===== config.mk =====
export PLATFORM = sky130hd
export DESIGN_NAME = apb_arb_master
export DESIGN_NICKNAME = d
export VERILOG_FILES = /design/src/rtl/apb_arb_pkg.sv /design/src/rtl/rr_arbiter.sv /design/src/rtl/apb_arb_master.sv
export SDC_FILE = /design/constraint.sdc
export NUM_CORES = 1
export LEC_CHECK = 0
export BUFFER_PORTS_ARGS = -buffer_cell sky130_fd_sc_hd__buf_2
export CAP_MARGIN = 30
export CORE_UTILIZATION = 35
export DETAILED_ROUTE_END_ITERATION = 10
export PLACE_DENSITY_LB_ADDON = 0.2
export SLEW_MARGIN = 20
export SYNTH_ARGS = -nofsm -noshare
export SYNTH_HDL_FRONTEND = slang
export SYNTH_SLANG_ARGS = --single-unit

===== constraint.sdc =====
create_clock -name pclk -period 1.9 [get_ports pclk]
set_input_delay 0.19 -clock pclk [delete_from_list [all_inputs] [get_ports pclk]]
set_output_delay 0.19 -clock pclk [all_outputs]
set_load 0.05 [all_outputs]

===== src/rtl/apb_arb_pkg.sv =====
// Shared types and default sizes for the arbitrated APB master.
package apb_arb_pkg;

   localparam int unsigned DATA_W_DEF      = 8;
   localparam int unsigned ADD_W_DEF       = 8;
   localparam int unsigned TIMEOUT_CYC_DEF = 16;

   // Codes chosen so that {psel, penable} is the state code itself.
   typedef enum logic [1:0] {
      IDLE   = 2'b00,
      SETUP  = 2'b10,
      ACCESS = 2'b11
   } apb_state_e;

endpackage


===== src/rtl/rr_arbiter.sv =====
// Round-robin requester selection: first set req bit at or above rr_ptr, with wrap.
module rr_arbiter #(
   parameter int unsigned NREQ  = 2,
   parameter int unsigned IDX_W = 1
) (
   input  logic [NREQ-1:0]  req,
   input  logic [IDX_W-1:0] rr_ptr,
   output logic [NREQ-1:0]  gnt_c,
   output logic [IDX_W-1:0] gnt_idx_c
);

   int unsigned idx;
   logic        found;

   always_comb begin
      gnt_c     = '0;
      gnt_idx_c = '0;
      found     = 1'b0;
      idx       = 0;
      for (int unsigned k = 0; k < NREQ; k++) begin
         idx = 32'(rr_ptr) + k;
         if (idx >= NREQ) idx = idx - NREQ;
         if (!found && req[idx]) begin
            found          = 1'b1;
            gnt_c[idx]     = 1'b1;
            gnt_idx_c      = IDX_W'(idx);
         end
      end
   end

endmodule


===== src/rtl/apb_arb_master.sv =====
// Round-robin arbitrated APB master: NREQ requesters share one APB port.
// Optional ACCESS timeout is built when APB_ARB_TIMEOUT_EN is defined.
module apb_arb_master
   import apb_arb_pkg::*;
#(
   parameter int unsigned DATA_W      = DATA_W_DEF,
   parameter int unsigned ADD_W       = ADD_W_DEF,
   parameter int unsigned NREQ        = 2,
   parameter int unsigned TIMEOUT_CYC = TIMEOUT_CYC_DEF
) (
   input  logic                    pclk,
   input  logic                    preset,
   input  logic [NREQ-1:0]         req,
   input  logic [NREQ-1:0]         req_write,
   input  logic [NREQ*ADD_W-1:0]   req_addr,
   input  logic [NREQ*DATA_W-1:0]  req_wdata,
   output logic [NREQ-1:0]         done,
   output logic                    err,
   output logic [DATA_W-1:0]       rdata,
   output logic                    psel,
   output logic                    penable,
   output logic [ADD_W-1:0]        paddr,
   output logic                    pwrite,
   output logic [DATA_W-1:0]       pwdata,
   input  logic [DATA_W-1:0]       prdata,
   input  logic                    pready
);

   localparam int unsigned IDX_W = (NREQ > 1) ? $clog2(NREQ) : 1;

   apb_state_e        state_q, state_d;
   logic              load_cmd, finish, tmo_hit_c;
   logic [NREQ-1:0]   gnt_c;
   logic [IDX_W-1:0]  gnt_idx_c;
   logic [ADD_W-1:0]  sel_addr_c;
   logic [DATA_W-1:0] sel_wdata_c;
   logic              sel_write_c;

   logic [ADD_W-1:0]  cmd_addr_q;
   logic [DATA_W-1:0] cmd_wdata_q;
   logic              cmd_write_q;
   logic [NREQ-1:0]   cmd_gnt_q;
   logic [IDX_W-1:0]  gnt_idx_q;
   logic [IDX_W-1:0]  rr_ptr_q;
   logic [NREQ-1:0]   done_q;
   logic [DATA_W-1:0] rdata_q;

   rr_arbiter #(.NREQ(NREQ), .IDX_W(IDX_W)) u_rr (
      .req       (req),
      .rr_ptr    (rr_ptr_q),
      .gnt_c     (gnt_c),
      .gnt_idx_c (gnt_idx_c)
   );

   // Pick the granted requester's command fields off the flat buses.
   always_comb begin
      sel_addr_c  = '0;
      sel_wdata_c = '0;
      sel_write_c = 1'b0;
      for (int unsigned i = 0; i < NREQ; i++) begin
         if (gnt_c[i]) begin
            sel_addr_c  = req_addr[i*ADD_W +: ADD_W];
            sel_wdata_c = req_wdata[i*DATA_W +: DATA_W];
            sel_write_c = req_write[i];
         end
      end
   end

   always_ff @(posedge pclk or negedge preset) begin
      if (!preset) state_q <= IDLE;
      else         state_q <= state_d;
   end

   always_comb begin
      state_d  = state_q;
      load_cmd = 1'b0;
      finish   = 1'b0;
      case (state_q)
         IDLE: begin
            if (|req) begin
               load_cmd = 1'b1;
               state_d  = SETUP;
            end
         end
         SETUP:  state_d = ACCESS;
         ACCESS: begin
            if (pready || tmo_hit_c) begin
               finish  = 1'b1;
               state_d = IDLE;
            end
         end
         default: state_d = IDLE;
      endcase
   end

   // Command capture, completion pulse, read data and pointer advance.
   always_ff @(posedge pclk or negedge preset) begin
      if (!preset) begin
         cmd_addr_q  <= '0;
         cmd_wdata_q <= '0;
         cmd_write_q <= 1'b0;
         cmd_gnt_q   <= '0;
         gnt_idx_q   <= '0;
         rr_ptr_q    <= '0;
         done_q      <= '0;
         rdata_q     <= '0;
      end else begin
         done_q <= '0;
         if (load_cmd) begin
            cmd_addr_q  <= sel_addr_c;
            cmd_wdata_q <= sel_wdata_c;
            cmd_write_q <= sel_write_c;
            cmd_gnt_q   <= gnt_c;
            gnt_idx_q   <= gnt_idx_c;
         end
         if (finish) begin
            done_q   <= cmd_gnt_q;
            rr_ptr_q <= (gnt_idx_q == IDX_W'(NREQ-1)) ? '0 : gnt_idx_q + IDX_W'(1);
            if (pready && !cmd_write_q) rdata_q <= prdata;
         end
      end
   end

`ifdef APB_ARB_TIMEOUT_EN
   localparam int unsigned TMO_W = $clog2(TIMEOUT_CYC + 1);

   logic [TMO_W-1:0] tmo_cnt_q;
   logic             err_q;

   assign tmo_hit_c = (state_q == ACCESS) && !pready &&
                      (tmo_cnt_q == TMO_W'(TIMEOUT_CYC - 1));

   // Counts ACCESS cycles already spent without pready.
   always_ff @(posedge pclk or negedge preset) begin
      if (!preset) begin
         tmo_cnt_q <= '0;
         err_q     <= 1'b0;
      end else begin
         err_q <= finish && !pready;
         if (state_q == ACCESS && !finish) tmo_cnt_q <= tmo_cnt_q + TMO_W'(1);
         else                              tmo_cnt_q <= '0;
      end
   end

   assign err = err_q;
`else
   assign tmo_hit_c = 1'b0;
   assign err       = 1'b0;
`endif

   assign psel    = state_q[1];
   assign penable = state_q[0];
   assign paddr   = cmd_addr_q;
   assign pwrite  = cmd_write_q;
   assign pwdata  = cmd_wdata_q;
   assign done    = done_q;
   assign rdata   = rdata_q;

endmodule

# After elaboration in Yosys (flattened, before gate mapping)
# Cells that the tools add are included.
[word_totals] ff_bits=33 input_bits=47 elab_cells=64
[op_classes] add_sub_neg=4 n_lt_le_gt_ge=6 n_eq_ne=4 mux=30 bitwise_logic=1 n_reduce_logical=10
[op_table] op="$ge 32x1->1 const B" n=2
[op_table] op="$lt 32x2->1 const B" n=2
[op_table] op="$mux 32" n=2
[op_table] op="$ge 32x2->1 const B" n=1
[op_table] op="$mux 8" n=4
[op_table] op="$sub 32x2->32 const B" n=1
[op_table] op="$mux 1" n=16
[op_table] op="$mux 2" n=5
[op_table] op="$pmux 2 s3" n=1
[op_table] op="$eq 2x2->1 const B" n=2
[op_table] op="$logic_and 1x1->1" n=4
[op_table] op="$ne 2x2->1 const B" n=2
[op_table] op="$reduce_and 2->1" n=2
[op_table] op="$sub 1x2->3 const B" n=1
[op_table] op="$add 1x1->2 const B" n=1
[op_table] op="$demux 1 s1" n=2
[op_table] op="$ge 1x2->1 const B" n=1
[op_table] op="$logic_not 1->1" n=2
[op_table] op="$logic_not 2->1" n=1
[op_table] op="$or 2x2->2" n=1
[op_table] op="$reduce_or 2->1" n=1
[op_table] op="$add 1x1->1 const B" n=1

# Logic depth before layout (Yosys ltp)
[logic_depth] depth_word=11 mapped_depth=5

# Cells and area by module
# A second synthesis with hierarchy kept.
[unflattened] cells_unflattened=108 area_unflattened_um2=1496.4
[modules_own_cells] module="apb_arb_master" n_inst=1 cells_each=104 area_each_um2=1466.4 seq_area_each_um2=825.8
[modules_own_cells] module="rr_arbiter" n_inst=1 cells_each=4 area_each_um2=30.0 seq_area_each_um2=0.0

# Worst setup path before layout
# OpenSTA, ideal clock, no wires.
[synth_path] path_type="register to register" startpoint="register state_q[0]" endpoint="register rdata_q[0] (netlist: rdata[0])" setup_ps=125 t_arrival_ps=1530 path_slack_ps=245 path_stages_with_launch=5 path_buffers=1 cell_sequence="dfrtp_1 -> nand3_2 -> or2_1 -> buf_6 -> mux2_4"
[synth_via] elab_chain_cells=3
[synth_lines] element="start: declaration" line="apb_arb_master.sv:31" rtl="apb_state_e state_q, state_d;"
[synth_lines] element="start signal: assignment" line="apb_arb_master.sv:71" rtl="else state_q <= state_d;"
[synth_lines] element="$eq 2x2->1" line="apb_arb_master.sv:78" rtl="case (state_q)"
[synth_lines] element="$mux 1" line="apb_arb_master.sv:78"
[synth_lines] element="$reduce_and 2->1 (no source line)"
[synth_lines] element="end signal: assignment" line="apb_arb_master.sv:119" rtl="if (pready && !cmd_write_q) rdata_q <= prdata;"
[synth_lines] element="end: declaration" line="apb_arb_master.sv:46" rtl="logic [DATA_W-1:0] rdata_q;"
# Every way passes these cells.
# A chain may end at the register's enable or synchronous reset.

# Worst setup path after layout
[layout_path] startpoint="register rr_ptr_q" endpoint="register cmd_addr_q[4] (netlist: paddr[4])"
[layout_via] elab_chain_cells=11
[layout_lines] element="start: declaration" line="apb_arb_master.sv:44" rtl="logic [IDX_W-1:0] rr_ptr_q;"
[layout_lines] element="start signal: assignment" line="apb_arb_master.sv:118" rtl="rr_ptr_q <= (gnt_idx_q == IDX_W'(NREQ-1)) ? '0 : gnt_idx_q + IDX_W'(1);"
[layout_lines] element="$add 1x1->2 (tied with other cells)" line="rr_arbiter.sv:21" rtl="idx = 32'(rr_ptr) + k;"
[layout_lines] element="$sub 32x2->32 (tied with other cells)" line="rr_arbiter.sv:22" rtl="if (idx >= NREQ) idx = idx - NREQ;"
[layout_lines] element="$mux 32 (tied with other cells)" line="rr_arbiter.sv:22"
[layout_lines] element="$ge 32x1->1 (not written as such) (tied with other cells)" line="rr_arbiter.sv:25" rtl="gnt_c[idx] = 1'b1;"
[layout_lines] element="$logic_and 1x1->1 (not written as such) or $mux 1 (tied branches)" line="rr_arbiter.sv:25"
[layout_lines] element="$mux 1 (not written as such) or $demux 1 s1 (tied branches)"
[layout_lines] element="$demux 1 s1 or $mux 2 (tied branches)"
[layout_lines] element="$or 2x2->2 (no source line)"
[layout_lines] element="$mux 2 (*)" line="rr_arbiter.sv:23" rtl="if (!found && req[idx]) begin"
[layout_lines] element="$mux 8" line="apb_arb_master.sv:61" rtl="if (gnt_c[i]) begin"
[layout_lines] element="$mux 8 (*)" line="apb_arb_master.sv:61"
[layout_lines] element="end signal: assignment" line="apb_arb_master.sv:110" rtl="cmd_addr_q <= sel_addr_c;"
[layout_lines] element="end: declaration" line="apb_arb_master.sv:39" rtl="logic [ADD_W-1:0] cmd_addr_q;"
# Every way passes the cells marked *; elsewhere a longest branch is shown, timed or not. The select of a mux whose other input is x is not followed.

==> impl.org <==
** Outcome
- Outcome :: finished, final reports clean

** Worst setup path
- Reg2Reg Capture Point :: paddr[4]$_DFFE_PN0P_
- Crit path required time :: 2.12 ns
- The critical path in this run is classified as reg2reg.
- STA classifies the critical path startpoint as a flip-flop.
- Depth of the worst register-to-register path :: 3
- STA classifies the critical path endpoint as a flip-flop.
- Register-to-register setup slack :: 0.38 ns
- Arrival @ worst endpoint :: 1.74 ns
- Crit Path Max Fanout :: 20
- The startpoint identified for the worst register-to-register timing path is rr_ptr_q$_DFFE_PN0P_.

** STA
- Count of endpoints failing setup in the final report :: 0
- The total count of hold-check failures in the final report came to 0.
- Remaining max-slew budget at the tightest pin :: 0.402
- Max-slew violation count :: 0
- Setup TNS :: 0 ns
- Dividing the final minimum period by the clock period gives 0.801.
- Static timing analysis puts the maximum clock frequency at 657 MHz.
- Actual slew at the worst max-slew pin :: 0.892 ns
- After layout, the minimum clock period comes to 1.52 ns.
- Setup repair after global routing left no endpoint under its margin.
- For the final database, setup skew stands at 0.00566 ns.

** Logic synthesis
- Post-Synthesis Net Count :: 151
- Yosys mapped the design onto 22 distinct sky130hd cell types.
- During synthesis, Yosys emitted a total of 0 warnings.
- Average instance area after synthesis :: 14.5 um2
- Synthesis handed over a netlist of 104 instances.
- After synthesis, the cell types taking the most area are sky130_fd_sc_hd__dfrtp_1 55%, sky130_fd_sc_hd__mux2_2 13%, sky130_fd_sc_hd__a32o_1 11%.
- Of the post-synthesis cell area, the dominant cell type holds 0.547.
- Largest area contributor in the synthesized netlist :: sky130_fd_sc_hd__dfrtp_1
- Of the synthesized area, sequential elements account for 0.547.
- Flops & latches, synth :: 33
- The mapped netlist covers 0.00151 mm2.

** Placed design
- Detailed placement finished with a half-perimeter wire length of 2380 um.
- Input and output buffers added on the ports amount to 75.
- Routability-driven placement finished with a final weighted congestion of 0.709.

** Pwr
- Fraction of power consumed by combinational cells :: 0.548
- Power share of the sequential group :: 0.322
- Fraction of power consumed by the clock network :: 0.130
- For this design the total switching power over the nets is 1810 uW.
- Net Sw Frac :: 0.482
- Peak VDD IR :: 0.750 mV
- Power spread over the standard cell area amounts to 1900 mW/mm2.
- Final Power :: 3760 uW
- Summed over all cells, the static leakage comes to 0.00101 uW.
- Internal :: 1950 uW

** Drt
- Using the TritonRoute via totals, the vias-per-cell ratio works out to 5.08.
- Drt first pass iters :: 4
- Drt wl/cell :: 14.6 um
- The detail route stage leaves a number of antenna-violating nets equal to 0.
- DRC errors left :: 0
- Wires add up to 3340 um.
- The final route contains 1,163 vias.
- After the first detailed-routing iteration, the DRC count stood at 58.

** Die
- For this configuration, the core starts out at a cell density of 0.372.
- The die is 67.7 um tall.
- Die ar. :: 0.00458 mm2
- In this run the horizontal extent of the chip is 67.7 um.
- Ports placed on the boundary :: 77
- The core region is 0.00406 mm2.
- After floorplanning, the core was divided into 23 placement rows.

** Worst hold path
- The worst hold path passes through 2 cells.
- Type of the worst min-delay path :: in2reg
- The worst hold path begins at prdata[1].
- Hold EP :: rdata[1]$_DFFE_PN0P_

** CTS
- Clock slew seen by the registers of the worst setup and hold paths :: 0.06 ns
- Number of buffers created by CTS :: 5
- In this run the deepest clock path goes through 2 buffers.
- Once the clock tree was built, the setup fixing pass inserted 0 buffers.
- Clock Tree Root :: sky130_fd_sc_hd__clkbuf_8
- Number of gates resized after cts :: 0
- CTS tree :: done
- The clock reaches the later pin of the worst-skew pair after 0.28 ns.
- The clock drives 33 sinks.
- In this run the number of H-tree levels came out at 2.

** Cells and area
- Nets@finish :: 225
- Ratio of cells with drive above 1 in the final layout :: 0.615
- The number of antenna diodes in the final layout is 0.
- From synthesis to final layout, the design area changed by 31.3%.

** GRT
- The initial antenna violation count is 0.
- Summed over all layers, the global routing overflow is 0.
- Maximum number of pins on one net before global-route repair :: 34
- First-pass GRT wire length :: 5040 um
- Total routing resource utilization after global routing :: 0.154
- Number of global-route vias before repair :: 1,147

** Flow run
- Across the run, the number of max-cap violations was 0.
## timing repair
action                                  CTS  global route
endpoints found under the hold margin    31             0
hold buffers                              1             0
endpoints found under the setup margin    0             0
## registers in the layout, indices dropped and copies added, names as in the netlist
register,count
state_q,2
pwdata,8
paddr,8
pwrite,1
cmd_gnt_q,2
gnt_idx_q,1
rdata,8
done,2
rr_ptr_q,1
## power groups by stage
stage / combinational, uW / sequential [uW] / clock, uW
2_1_floorplan: 652 / 2200 / 0
6_report: 2060 / 1210 / 489
5_1_grt: 2170 / 1260 / 534
3_3_place_gp: 2050 / 1210 / 0
3_5_place_dp: 2070 / 1220 / 0
4_1_cts: 2080 / 1210 / 506
## per-layer routing
metal / up-vias / share of wire / GRT usage
li1: 537 / - / -
met1: 571 / 0.42 / 0.177
met2: 48 / 0.49 / 0.255
met3: 7 / 0.076 / 0.0456
met4: 0 / 0.016 / 0.0798
met5: - / 0 / 0
## cells by family (layout without fill, tap and decap cells)
logic type / after synthesis / count (layout) / synth area share
compound gates: 21 / 21 / 0.131
mux: 28 / 28 / 0.227
buf+inv: 13 / 88 / 0.0555
flops: 33 / 33 / 0.547
simple gates: 8 / 8 / 0.0365
other cells: 1 / 1 / 0.00249
## synth_stat cells, drive strengths merged
| library cell | count |
|---|---|
| a21boi | 2 |
| a32o | 17 |
| buf | 9 |
| clkbuf | 1 |
| conb | 1 |
| dfrtp | 33 |
| inv | 3 |
| mux2 | 26 |
| mux2i | 2 |
| nand2 | 1 |
| nand2b | 1 |
| nand3 | 1 |
| nor2 | 3 |
| nor3 | 1 |
| o21ai | 1 |
| o21bai | 1 |
| or2 | 1 |
## area by class of cell
class	count	area, um2
clock buffer	8	80.1
fill	390	2080
inverter	3	11.3
multi-input combinational	58	609
sequential	33	826
tap	50	62.6
timing repair buffer	77	393
## cell usage in the layout, fill, tap and decap left out
master,count
sky130_fd_sc_hd__dlygate4sd3_1,1
sky130_fd_sc_hd__nand2_1,1
sky130_fd_sc_hd__dfrtp_1,33
sky130_fd_sc_hd__mux2i_1,2
sky130_fd_sc_hd__mux2_1,1
sky130_fd_sc_hd__nor2_1,3
sky130_fd_sc_hd__clkbuf_1,3
sky130_fd_sc_hd__nor3_4,1
sky130_fd_sc_hd__a32o_1,17
sky130_fd_sc_hd__a21boi_2,1
sky130_fd_sc_hd__buf_2,75
sky130_fd_sc_hd__inv_1,3
sky130_fd_sc_hd__o21ai_0,1
sky130_fd_sc_hd__mux2_4,8
sky130_fd_sc_hd__nand3_2,1
sky130_fd_sc_hd__nand2b_4,1
sky130_fd_sc_hd__a21boi_0,1
sky130_fd_sc_hd__buf_4,1
sky130_fd_sc_hd__or2_1,1
sky130_fd_sc_hd__o21bai_1,1
sky130_fd_sc_hd__clkbuf_8,5
sky130_fd_sc_hd__mux2_2,17
sky130_fd_sc_hd__conb_1,1
## worst max path at each step
stage / slack [ns] / endpoint / cells after the start / start
floorplan: 0.24 / rdata[0]$_DFFE_PN0P_ / 4 / state_q[0]$_DFFE_PN0P_
CTS: 0.36 / rdata[2]$_DFFE_PN0P_ / 3 / state_q[0]$_DFFE_PN0P_
finish: 0.38 / paddr[4]$_DFFE_PN0P_ / 3 / rr_ptr_q$_DFFE_PN0P_
global route: 0.28 / paddr[4]$_DFFE_PN0P_ / 3 / rr_ptr_q$_DFFE_PN0P_
detailed placement: 0.29 / paddr[4]$_DFFE_PN0P_ / 4 / req[1]
global placement: 0.36 / paddr[5]$_DFFE_PN0P_ / 5 / req[1]
## stage by stage
step | cell area (um2) | hold slack [ns] | cells | worst slack [ns] | utilization
floorplan | 1510 | -0.106 | 104 | 0.245 | -
global placement | 1890 | 0.285 | 220 | 0.360 | 0.466
detailed placement | 1890 | 0.299 | 220 | 0.289 | 0.466
CTS | 1980 | 0.132 | 229 | 0.362 | 0.488
global route | 1980 | 0.138 | 229 | 0.280 | 0.488
finish | 1980 | 0.139 | 229 | 0.377 | 0.488
## worst max-delay path, stage by stage (launching register included)
cell and delay, ns:
sky130_fd_sc_hd__dfrtp_1 0.40, sky130_fd_sc_hd__a21boi_2 0.69, sky130_fd_sc_hd__a32o_1 0.23, sky130_fd_sc_hd__mux2_2 0.15
Power figures use the tool's default switching activity.
